--- config.mk ---
export PLATFORM = sky130hd
export DESIGN_NAME = pipeline_ctl
export DESIGN_NICKNAME = d
export VERILOG_FILES = /design/src/rtl/pipeline_ctl.sv
export SDC_FILE = /design/constraint.sdc
export NUM_CORES = 1
export LEC_CHECK = 0
export ABC_AREA = 1
export ABC_CLOCK_PERIOD_IN_PS = 5340
export BUFFER_PORTS_ARGS = -buffer_cell sky130_fd_sc_hd__buf_2
export CORE_UTILIZATION = 50
export DETAILED_ROUTE_END_ITERATION = 10
export PLACE_DENSITY = 0.74
export SLEW_MARGIN = 20
export SYNTH_ARGS = -nofsm -noshare
export SYNTH_HDL_FRONTEND = slang
export SYNTH_SLANG_ARGS = --single-unit
--- constraint.sdc ---
create_clock -name clk -period 5.34 [get_ports clk]
set_input_delay 0.267 -clock clk [delete_from_list [all_inputs] [get_ports clk]]
set_output_delay 0.267 -clock clk [all_outputs]
set_load 0.05 [all_outputs]
--- src/rtl/pipeline_ctl.sv ---
`default_nettype none
// ============================================================================
// Module   : pipeline_ctl
// Brief    : Stall/flush controller for the five-stage rv32i pipeline.
//            Generates latch load enables, valid-from-control bits and PC
//            update controls, drops stale fetch responses after a redirect
//            and keeps saturating stall/flush performance counters.
// Revision : 1.0 - initial release
// ============================================================================
module pipeline_ctl #(
    parameter int CNT_W = 32
) (
    input  logic             clk,
    input  logic             rst,             // asynchronous, active-low
    input  logic             imem_resp,
    input  logic             mem_req,
    input  logic             dmem_resp,
    input  logic             id_valid,
    input  logic             id_use_rs1,
    input  logic             id_use_rs2,
    input  logic [4:0]       id_rs1,
    input  logic [4:0]       id_rs2,
    input  logic             ex_valid,
    input  logic             ex_is_load,
    input  logic [4:0]       ex_rd,
    input  logic             br_taken,
    output logic             pc_load,
    output logic             pc_sel_redirect,
    output logic             load_if_id,
    output logic             load_id_ex,
    output logic             load_ex_mem,
    output logic             load_mem_wb,
    output logic             vctl_if_id,
    output logic             vctl_id_ex,
    output logic             vctl_ex_mem,
    output logic             vctl_mem_wb,
    output logic             discarding,
    output logic [CNT_W-1:0] stall_cnt,
    output logic [CNT_W-1:0] flush_cnt
);

    typedef enum logic [0:0] {
        ST_RUN     = 1'b0,
        ST_DISCARD = 1'b1
    } state_t;

    localparam logic [CNT_W-1:0] c_cnt_max = {CNT_W{1'b1}};
    localparam logic [CNT_W-1:0] c_cnt_one = {{(CNT_W-1){1'b0}}, 1'b1};

    state_t           r_state;
    state_t           w_state_next;
    logic [CNT_W-1:0] r_stall_cnt;
    logic [CNT_W-1:0] r_flush_cnt;

    logic w_mem_stall;
    logic w_lu_haz;
    logic w_redir;
    logic w_fetch_wait;
    logic w_stall_evt;
    logic w_flush_evt;

    // Hazard terms
    assign w_mem_stall  = mem_req & ~dmem_resp;
    assign w_lu_haz     = ex_valid & ex_is_load & (ex_rd != 5'd0) & id_valid &
                          ((id_use_rs1 & (id_rs1 == ex_rd)) |
                           (id_use_rs2 & (id_rs2 == ex_rd)));
    assign w_redir      = ex_valid & br_taken;
    assign w_fetch_wait = ~imem_resp;

    // A redirect held off by a memory stall is only counted when it is taken
    assign w_stall_evt  = w_mem_stall | w_lu_haz | w_fetch_wait | (r_state == ST_DISCARD);
    assign w_flush_evt  = w_redir & ~w_mem_stall;

    // State register
    always_ff @(posedge clk or negedge rst) begin
        if (!rst) begin
            r_state <= ST_RUN;
        end else begin
            r_state <= w_state_next;
        end
    end

    // Next-state and control outputs by priority: mem_stall > redir > lu_haz > discard/fetch_wait > normal
    always_comb begin
        w_state_next    = r_state;
        pc_load         = 1'b0;
        pc_sel_redirect = 1'b0;
        load_if_id      = 1'b0;
        load_id_ex      = 1'b0;
        load_ex_mem     = 1'b0;
        load_mem_wb     = 1'b0;
        vctl_if_id      = 1'b1;
        vctl_id_ex      = 1'b1;
        vctl_ex_mem     = 1'b1;
        vctl_mem_wb     = 1'b1;
        discarding      = (r_state == ST_DISCARD);

        if (w_mem_stall) begin
            // Everything frozen; a stale fetch response can still retire the discard
            if ((r_state == ST_DISCARD) && imem_resp) begin
                w_state_next = ST_RUN;
            end
        end else if (w_redir) begin
            pc_load         = 1'b1;
            pc_sel_redirect = 1'b1;
            load_if_id      = 1'b1;
            load_id_ex      = 1'b1;
            load_ex_mem     = 1'b1;
            load_mem_wb     = 1'b1;
            vctl_if_id      = 1'b0;
            vctl_id_ex      = 1'b0;
            // An outstanding fetch (or one already being discarded) is for the wrong path
            if ((r_state == ST_DISCARD) || !imem_resp) begin
                w_state_next = ST_DISCARD;
            end else begin
                w_state_next = ST_RUN;
            end
        end else if (w_lu_haz) begin
            load_id_ex  = 1'b1;
            load_ex_mem = 1'b1;
            load_mem_wb = 1'b1;
            vctl_id_ex  = 1'b0;
            // The stale response is gone once it arrives, even while IF/ID holds
            if ((r_state == ST_DISCARD) && imem_resp) begin
                w_state_next = ST_RUN;
            end
        end else if ((r_state == ST_DISCARD) || w_fetch_wait) begin
            load_if_id  = 1'b1;
            load_id_ex  = 1'b1;
            load_ex_mem = 1'b1;
            load_mem_wb = 1'b1;
            vctl_if_id  = 1'b0;
            if ((r_state == ST_DISCARD) && imem_resp) begin
                w_state_next = ST_RUN;
            end
        end else begin
            pc_load     = 1'b1;
            load_if_id  = 1'b1;
            load_id_ex  = 1'b1;
            load_ex_mem = 1'b1;
            load_mem_wb = 1'b1;
        end

        // While reset is asserted no latch or PC may move
        if (!rst) begin
            pc_load         = 1'b0;
            pc_sel_redirect = 1'b0;
            load_if_id      = 1'b0;
            load_id_ex      = 1'b0;
            load_ex_mem     = 1'b0;
            load_mem_wb     = 1'b0;
            vctl_if_id      = 1'b0;
            vctl_id_ex      = 1'b0;
            vctl_ex_mem     = 1'b0;
            vctl_mem_wb     = 1'b0;
            discarding      = 1'b0;
        end
    end

    // Saturating performance counters
    always_ff @(posedge clk or negedge rst) begin
        if (!rst) begin
            r_stall_cnt <= '0;
            r_flush_cnt <= '0;
        end else begin
            if (w_stall_evt && (r_stall_cnt != c_cnt_max)) begin
                r_stall_cnt <= r_stall_cnt + c_cnt_one;
            end
            if (w_flush_evt && (r_flush_cnt != c_cnt_max)) begin
                r_flush_cnt <= r_flush_cnt + c_cnt_one;
            end
        end
    end

    assign stall_cnt = r_stall_cnt;
    assign flush_cnt = r_flush_cnt;

endmodule
`default_nettype wire

==> flow_metrics.tcl, run 1 <==
set metrics [dict create \
    grt_max_degree 41 \
    fmax_mhz 339 \
    ctsRootBufferMaster "clkbuf_8" \
    cts_tree "built" \
    numCtsBuffers 9 \
    grt_pass1_wl_mm 21.8 \
    post_cts_buffers 0 \
    cp.arrival_ps 3220 \
    io_pins 101 \
    clk_latency_ps 340 \
    violations "hold timing" \
    netlist_instances 719 \
    vdd_drop_max_uv 341 \
    fin_crit_ps 2950 \
    worstMarginPinSlew_ps 693 \
    firstDrtPassIters 5 \
    netlist_top_cells_area "dfrtp_1 (36%), nand2_1 (26%), nand3_1 (6.7%), nor2_1 (6.3%), inv_1 (5.8%)" \
    antenna_cells 0 \
    cts.sinks 65 \
    crit_path_frequent_cell "nand3_2" \
    fp.dieH_um 97.5 \
    drive_above_1_share_pct 15.4 \
    grt-ovfl-total 0 \
    holdWs_ps -46.2 \
    critPathTopFamily "simple AND/OR/NAND/NOR gates" \
    core.rowCount 34 \
    synth_nets 747 \
    n_fill_cell 883 \
    port_buffers 100 \
    hp-class "in2async" \
    hold_viol_final 25 \
    rsz0062_at_grt "false" \
    via_count 4830 \
    drc 0 \
    grt_usage_pct 28.3 \
    initial_core_util_pct 52.1 \
    post-route-period-util_pct 55.3 \
    final_nets 843 \
    crit_chain "ha_1 > nand3_2 > nor2_4 > nand3_2 > nor3b_2 > nand3_2 > nand2_2 > nand2_1 > nand2_1" \
    cap_violations 0 \
    grt_pass1_vias 4554 \
    initialDrtViolationCount 333 \
    gp_congestion 0.946 \
    hold_buffers 0 \
    final_max_slew_viol_count 0 \
    die_x_um 97.5 \
    htreeDepth 3 \
    yosysWarnings 0 \
    syn2layout_area_growth_pct 16.4 \
    slowest_delay_ps 730 \
    setup.worst_path.end_class "register" \
    cts.clk_slew.worst_paths_ps 80 \
    drt-total-wl_mm 12.8 \
    synth_seq_cells 65 \
    synth_top_area_share_pct 35.6 \
    core-area_mm2 0.00876 \
    drtAntennaViolNets 0 \
    p_per_area_mw_per_mm2 278 \
    p_leak_nw 2.87 \
    max_slew_margin_pct 53.8 \
    critical_path_peak_fanout 32 \
    cts-resized-gates 0 \
    finalSetupViolCount 0 \
    yosysUniqueCellTypes 25 \
    wl_per_cell_um 13.8 \
    synth_largest_area_cell "dfrtp_1" \
    antenna_found_initial 0 \
    ys_seq_area_share_pct 35.6 \
    critPathBufInv 0 \
    routed_via_density 5.20 \
    setup_tns_ps 0 \
    crit_slowest_cell "nand2_2" \
    clock_path_buffers 2 \
    worst_ep_required_time_ps 5610 \
    hpwl_mm 9.78 \
    die_area_mm2 0.00952 \
    path_class "reg2reg" \
    avgSynthCellArea_um2 6.35 \
    status "complete, but fails checks" \
    synth_area_mm2 0.00456 \
    start_kind "register" \
    skew_ps 11.2 \
]
-- state kept, by name (all words and copies together) (netlist names) --
signal,count
stall_cnt,32
flush_cnt,32
r_state,1
-- through the flow --
step	util [%]	cells	worst slack (ps)	area [um^2]	total power, mW
after detailed placement	58.2	912	2410	5100	1.03
after floorplan	-	719	3170	4560	0.917
after CTS	60.6	928	2390	5310	1.49
after global routing	60.6	928	2010	5310	1.54
final	60.6	928	2390	5310	1.48
after global placement	58.2	912	2560	5100	1.01
-- area by class of cell --
class	instances	area, um^2	share of cell area [%]
clock buffers	10	128	2.40
clock inverters	6	82.6	1.55
inverters	71	267	5.02
multi-input cells	565	2550	48.0
flip-flops and latches	65	1630	30.6
well taps	108	135	2.54
repair buffers	103	523	9.85
-- per-layer routing --
layer | wire length (um) | up-vias | GRT usage [%]
met5 | 0 | - | 0
met4 | 255 | 0 | 9.73
met3 | 621 | 19 | 3.38
met2 | 5870 | 153 | 44.8
met1 | 6080 | 2232 | 40.2
li1 | - | 2426 | -
-- worst reg2reg max path, cell delays in order, from the launching register on --
cell and delay, ps:
dfrtp_1 480, ha_1 290, nand3_2 170, nor2_4 190, nand3_2 100, nor3b_2 180
nand3_2 530, nand2_2 750, nand2_1 110, nand2_1 90
-- cells by family after synthesis --
| family | synth area share (%) |
|---|---|
| flops | 35.6 |
| compound gates | 2.11 |
| simple gates | 46.5 |
| buf+inv | 8.50 |
| fa+ha+maj | 0.548 |
| xor+xnor | 6.72 |
-- synthesized netlist by cell type --
cell,number
a21boi_0,1
a21oi_1,3
a21oi_2,1
buf_2,7
buf_4,6
buf_6,3
clkbuf_1,2
dfrtp_1,65
ha_1,2
inv_1,71
nand2_1,317
nand2_2,2
nand3_1,61
nand3_2,3
nand3b_1,9
nand4_1,5
nor2_1,76
nor2_4,1
nor3_1,34
nor3b_2,1
nor4_1,1
o21ai_0,8
o21ai_1,5
xnor2_1,8
xor2_1,27
-- worst paths after layout --
kind | from | slack, ps | endpoint | cells after the start
max | stall_cnt[0] | 2390 | stall_cnt[30] | 9
min | rst | -50 | flush_cnt[24] | 1
max reg2reg | stall_cnt[0] | 2390 | stall_cnt[30] | 9
min reg2reg | stall_cnt[5] | 540 | stall_cnt[5] | 2
max in group asynchronous | rst | 4370 | stall_cnt[22] | 2
min in group clk | imem_resp | 190 | r_state | 4
-- cell usage in the layout, fill, tap and decap left out, drive strengths merged --
cell type / count
clkbuf: 10
nor4: 1
nand3: 64
a21boi: 1
o21ai: 13
nand3b: 9
clkinv: 3
nand2: 319
bufinv: 2
a21oi: 4
clkinvlp: 1
ha: 2
nor3: 34
buf: 103
dfrtp: 65
xnor2: 8
xor2: 27
nor3b: 1
nand4: 5
nor2: 77
inv: 71
-- where the power goes --
| group | switching [mW] | internal (mW) | leakage (nW) |
|---|---|---|---|
| combinational | 0.312 | 0.103 | 1.88 |
| clock | 0.201 | 0.261 | 0.106 |
| sequential | 0.0643 | 0.536 | 0.887 |
(Power assumes the default switching activity.)
==> run 2, diff against run 1 <==
- ABC_CLOCK_PERIOD_IN_PS: 5340 -> 2900
- clock period: 5.34 -> 2.9 ns (I/O delays scaled with it)
==> run 2 against run 1 <==
Compared with the run above: the run now ends clean; die area did not move; worst setup slack got worse by 1800 ps; combinational power rose by 85%; clock-buffer cell count rose by 1; core utilization rose by 0.21 points; design area rose by 0.35%; sequential share of layout area fell by 0.11 points; critical path depth fell by 5; via count rose by 1.2%; flip-flop and latch count did not move; critical endpoint is now pc_load.
==> flow_metrics.tcl, run 2 (synthesized netlist as in run 1, its figures left out) <==
set metrics [dict create \
    fp.dieH_um 97.5 \
    status "finished clean" \
    antenna_found_initial 0 \
    ctsRootBufferMaster "clkbuf_8" \
    max_slew_margin_pct 51.8 \
    cap_violations 0 \
    core.rowCount 34 \
    wl_per_cell_um 13.9 \
    holdWs_ps 63.7 \
    gp_congestion 0.939 \
    critPathBufInv 1 \
    drt-total-wl_mm 13.0 \
    drt-met1-wl_mm 5.87 \
    clk_latency_ps 350 \
    slowest_delay_ps 560 \
    fin_crit_ps 2320 \
    cts.sinks 65 \
    hold_viol_final 0 \
    cts.clk_slew.worst_paths_ps 70 \
    final_nets 847 \
    port_buffers 100 \
    rsz0062_at_grt "false" \
    skew_ps 7.78 \
    fmax_mhz 431 \
    antenna_cells 0 \
    cp.arrival_ps 2180 \
    start_kind "register" \
    initialDrtViolationCount 252 \
    io_pins 101 \
    n_fill_cell 850 \
    final_common_cell "nand2_1" \
    grt_pass1_vias 4649 \
    grt_usage_pct 28.6 \
    finalSetupViolCount 0 \
    path_class "reg2out" \
    grt_max_degree 37 \
    cts_tree "built" \
    crit_slowest_cell "nand3_1" \
    p_leak_nw 2.88 \
    wl_met3_um 755 \
    vdd_drop_max_uv 770 \
    post_cts_buffers 0 \
    die_x_um 97.5 \
    grt-ovfl-total 0 \
    htreeDepth 3 \
    die_area_mm2 0.00952 \
    via_count 4887 \
    seq_area_mm2 0.00163 \
    drive_above_1_share_pct 15.7 \
    initial_core_util_pct 52.1 \
    hp-class "in2reg" \
    hpwl_mm 10.0 \
    setup.worst_path.end_class "primary output" \
    multi_input_area_mm2 0.00255 \
    post-route-period-util_pct 80.1 \
    design_area_mm2 0.00533 \
    drc 0 \
    crit_chain "nor2_1 > nand3_1 > a21oi_1 > buf_2" \
    syn2layout_area_growth_pct 16.8 \
    clock_path_buffers 2 \
    worstMarginPinSlew_ps 721 \
    worst_ep_required_time_ps 2760 \
    grt_pass1_wl_mm 22.0 \
    top_layer_used "met4" \
    routed_via_density 5.24 \
    p_per_area_mw_per_mm2 501 \
    setup_tns_ps 0 \
    firstDrtPassIters 5 \
    wl_met2_mm 6.10 \
    layout_common_cells "nand2_1 (317), buf_2 (100), nor2_1 (76)" \
    final_max_slew_viol_count 0 \
    placed_area_mm2 0.00512 \
    numCtsBuffers 9 \
    drtAntennaViolNets 0 \
    critPathTopFamily "simple AND/OR/NAND/NOR gates" \
    critical_path_peak_fanout 17 \
    core-area_mm2 0.00876 \
]
[run 2: cell count changes in the layout (fill, tap and decap cells not counted), sizes merged]
| cell | change |
|---|---|
| buf | +3 |
| bufinv | -1 |
| clkbuf | +1 |
| clkinv | -1 |
| clkinvlp | +1 |
| dlygate4sd3 | +1 |
[run 2: metrics by stage]
stage	setup WS [ps]	std cells	util (%)	power [mW]
5_1_grt	357	932	60.8	2.79
3_5_place_dp	639	915	58.5	1.89
2_1_floorplan	729	719	-	1.69
6_report	577	932	60.8	2.67
4_1_cts	583	932	60.8	2.68
3_3_place_gp	708	915	58.5	1.88
[run 2: timing repair]
item                      4_1_cts  5_1_grt
hold buffers                    1        0
resized for setup               0        0
hold endpoints to repair       12        0
[run 2: cell type report]
| type | instances | share of cell area [%] |
|---|---|---|
| Clock buffer | 11 | 2.65 |
| Sequential cell | 65 | 30.5 |
| Multi-Input combinational cell | 565 | 47.8 |
| Timing Repair Buffer | 107 | 10.4 |
| Tap cell | 108 | 2.54 |
| Inverter | 71 | 5.00 |
| Clock inverter | 5 | 1.03 |
[run 2: worst paths after layout]
kind                               from            end  slack (ps)  depth (start not counted)
max                             r_state        pc_load         580                          4
min                           imem_resp        r_state          60                          4
max reg2reg                stall_cnt[0]  stall_cnt[27]         610                          9
min reg2reg                stall_cnt[5]   stall_cnt[5]         540                          2
max in group asynchronous           rst  flush_cnt[20]        1940                          3
min in group asynchronous           rst   flush_cnt[6]         250                          2
[run 2: worst reg2reg max path: stages (launching register included)]
cell and delay, ps:
dfrtp_1 490, ha_1 300, nand3_2 160, nor2_4 190, nand3_2 100, nor3b_2 190
nand3_2 100, nand2_2 450, nand2_1 140, nand2_1 90
[run 2: power by group]
group          switching (mW)  internal, mW  total (mW)
logic                   0.577         0.192       0.769
registers               0.119         0.987        1.11
clock network           0.376         0.418       0.794
total                    1.07          1.60        2.67
[run 2: metal layers]
metal | vias up | global-route usage, %
met3 | 22 | 4.75
met2 | 170 | 46.5
met4 | 0 | 11.2
met5 | - | 0
met1 | 2261 | 37.9
li1 | 2434 | -
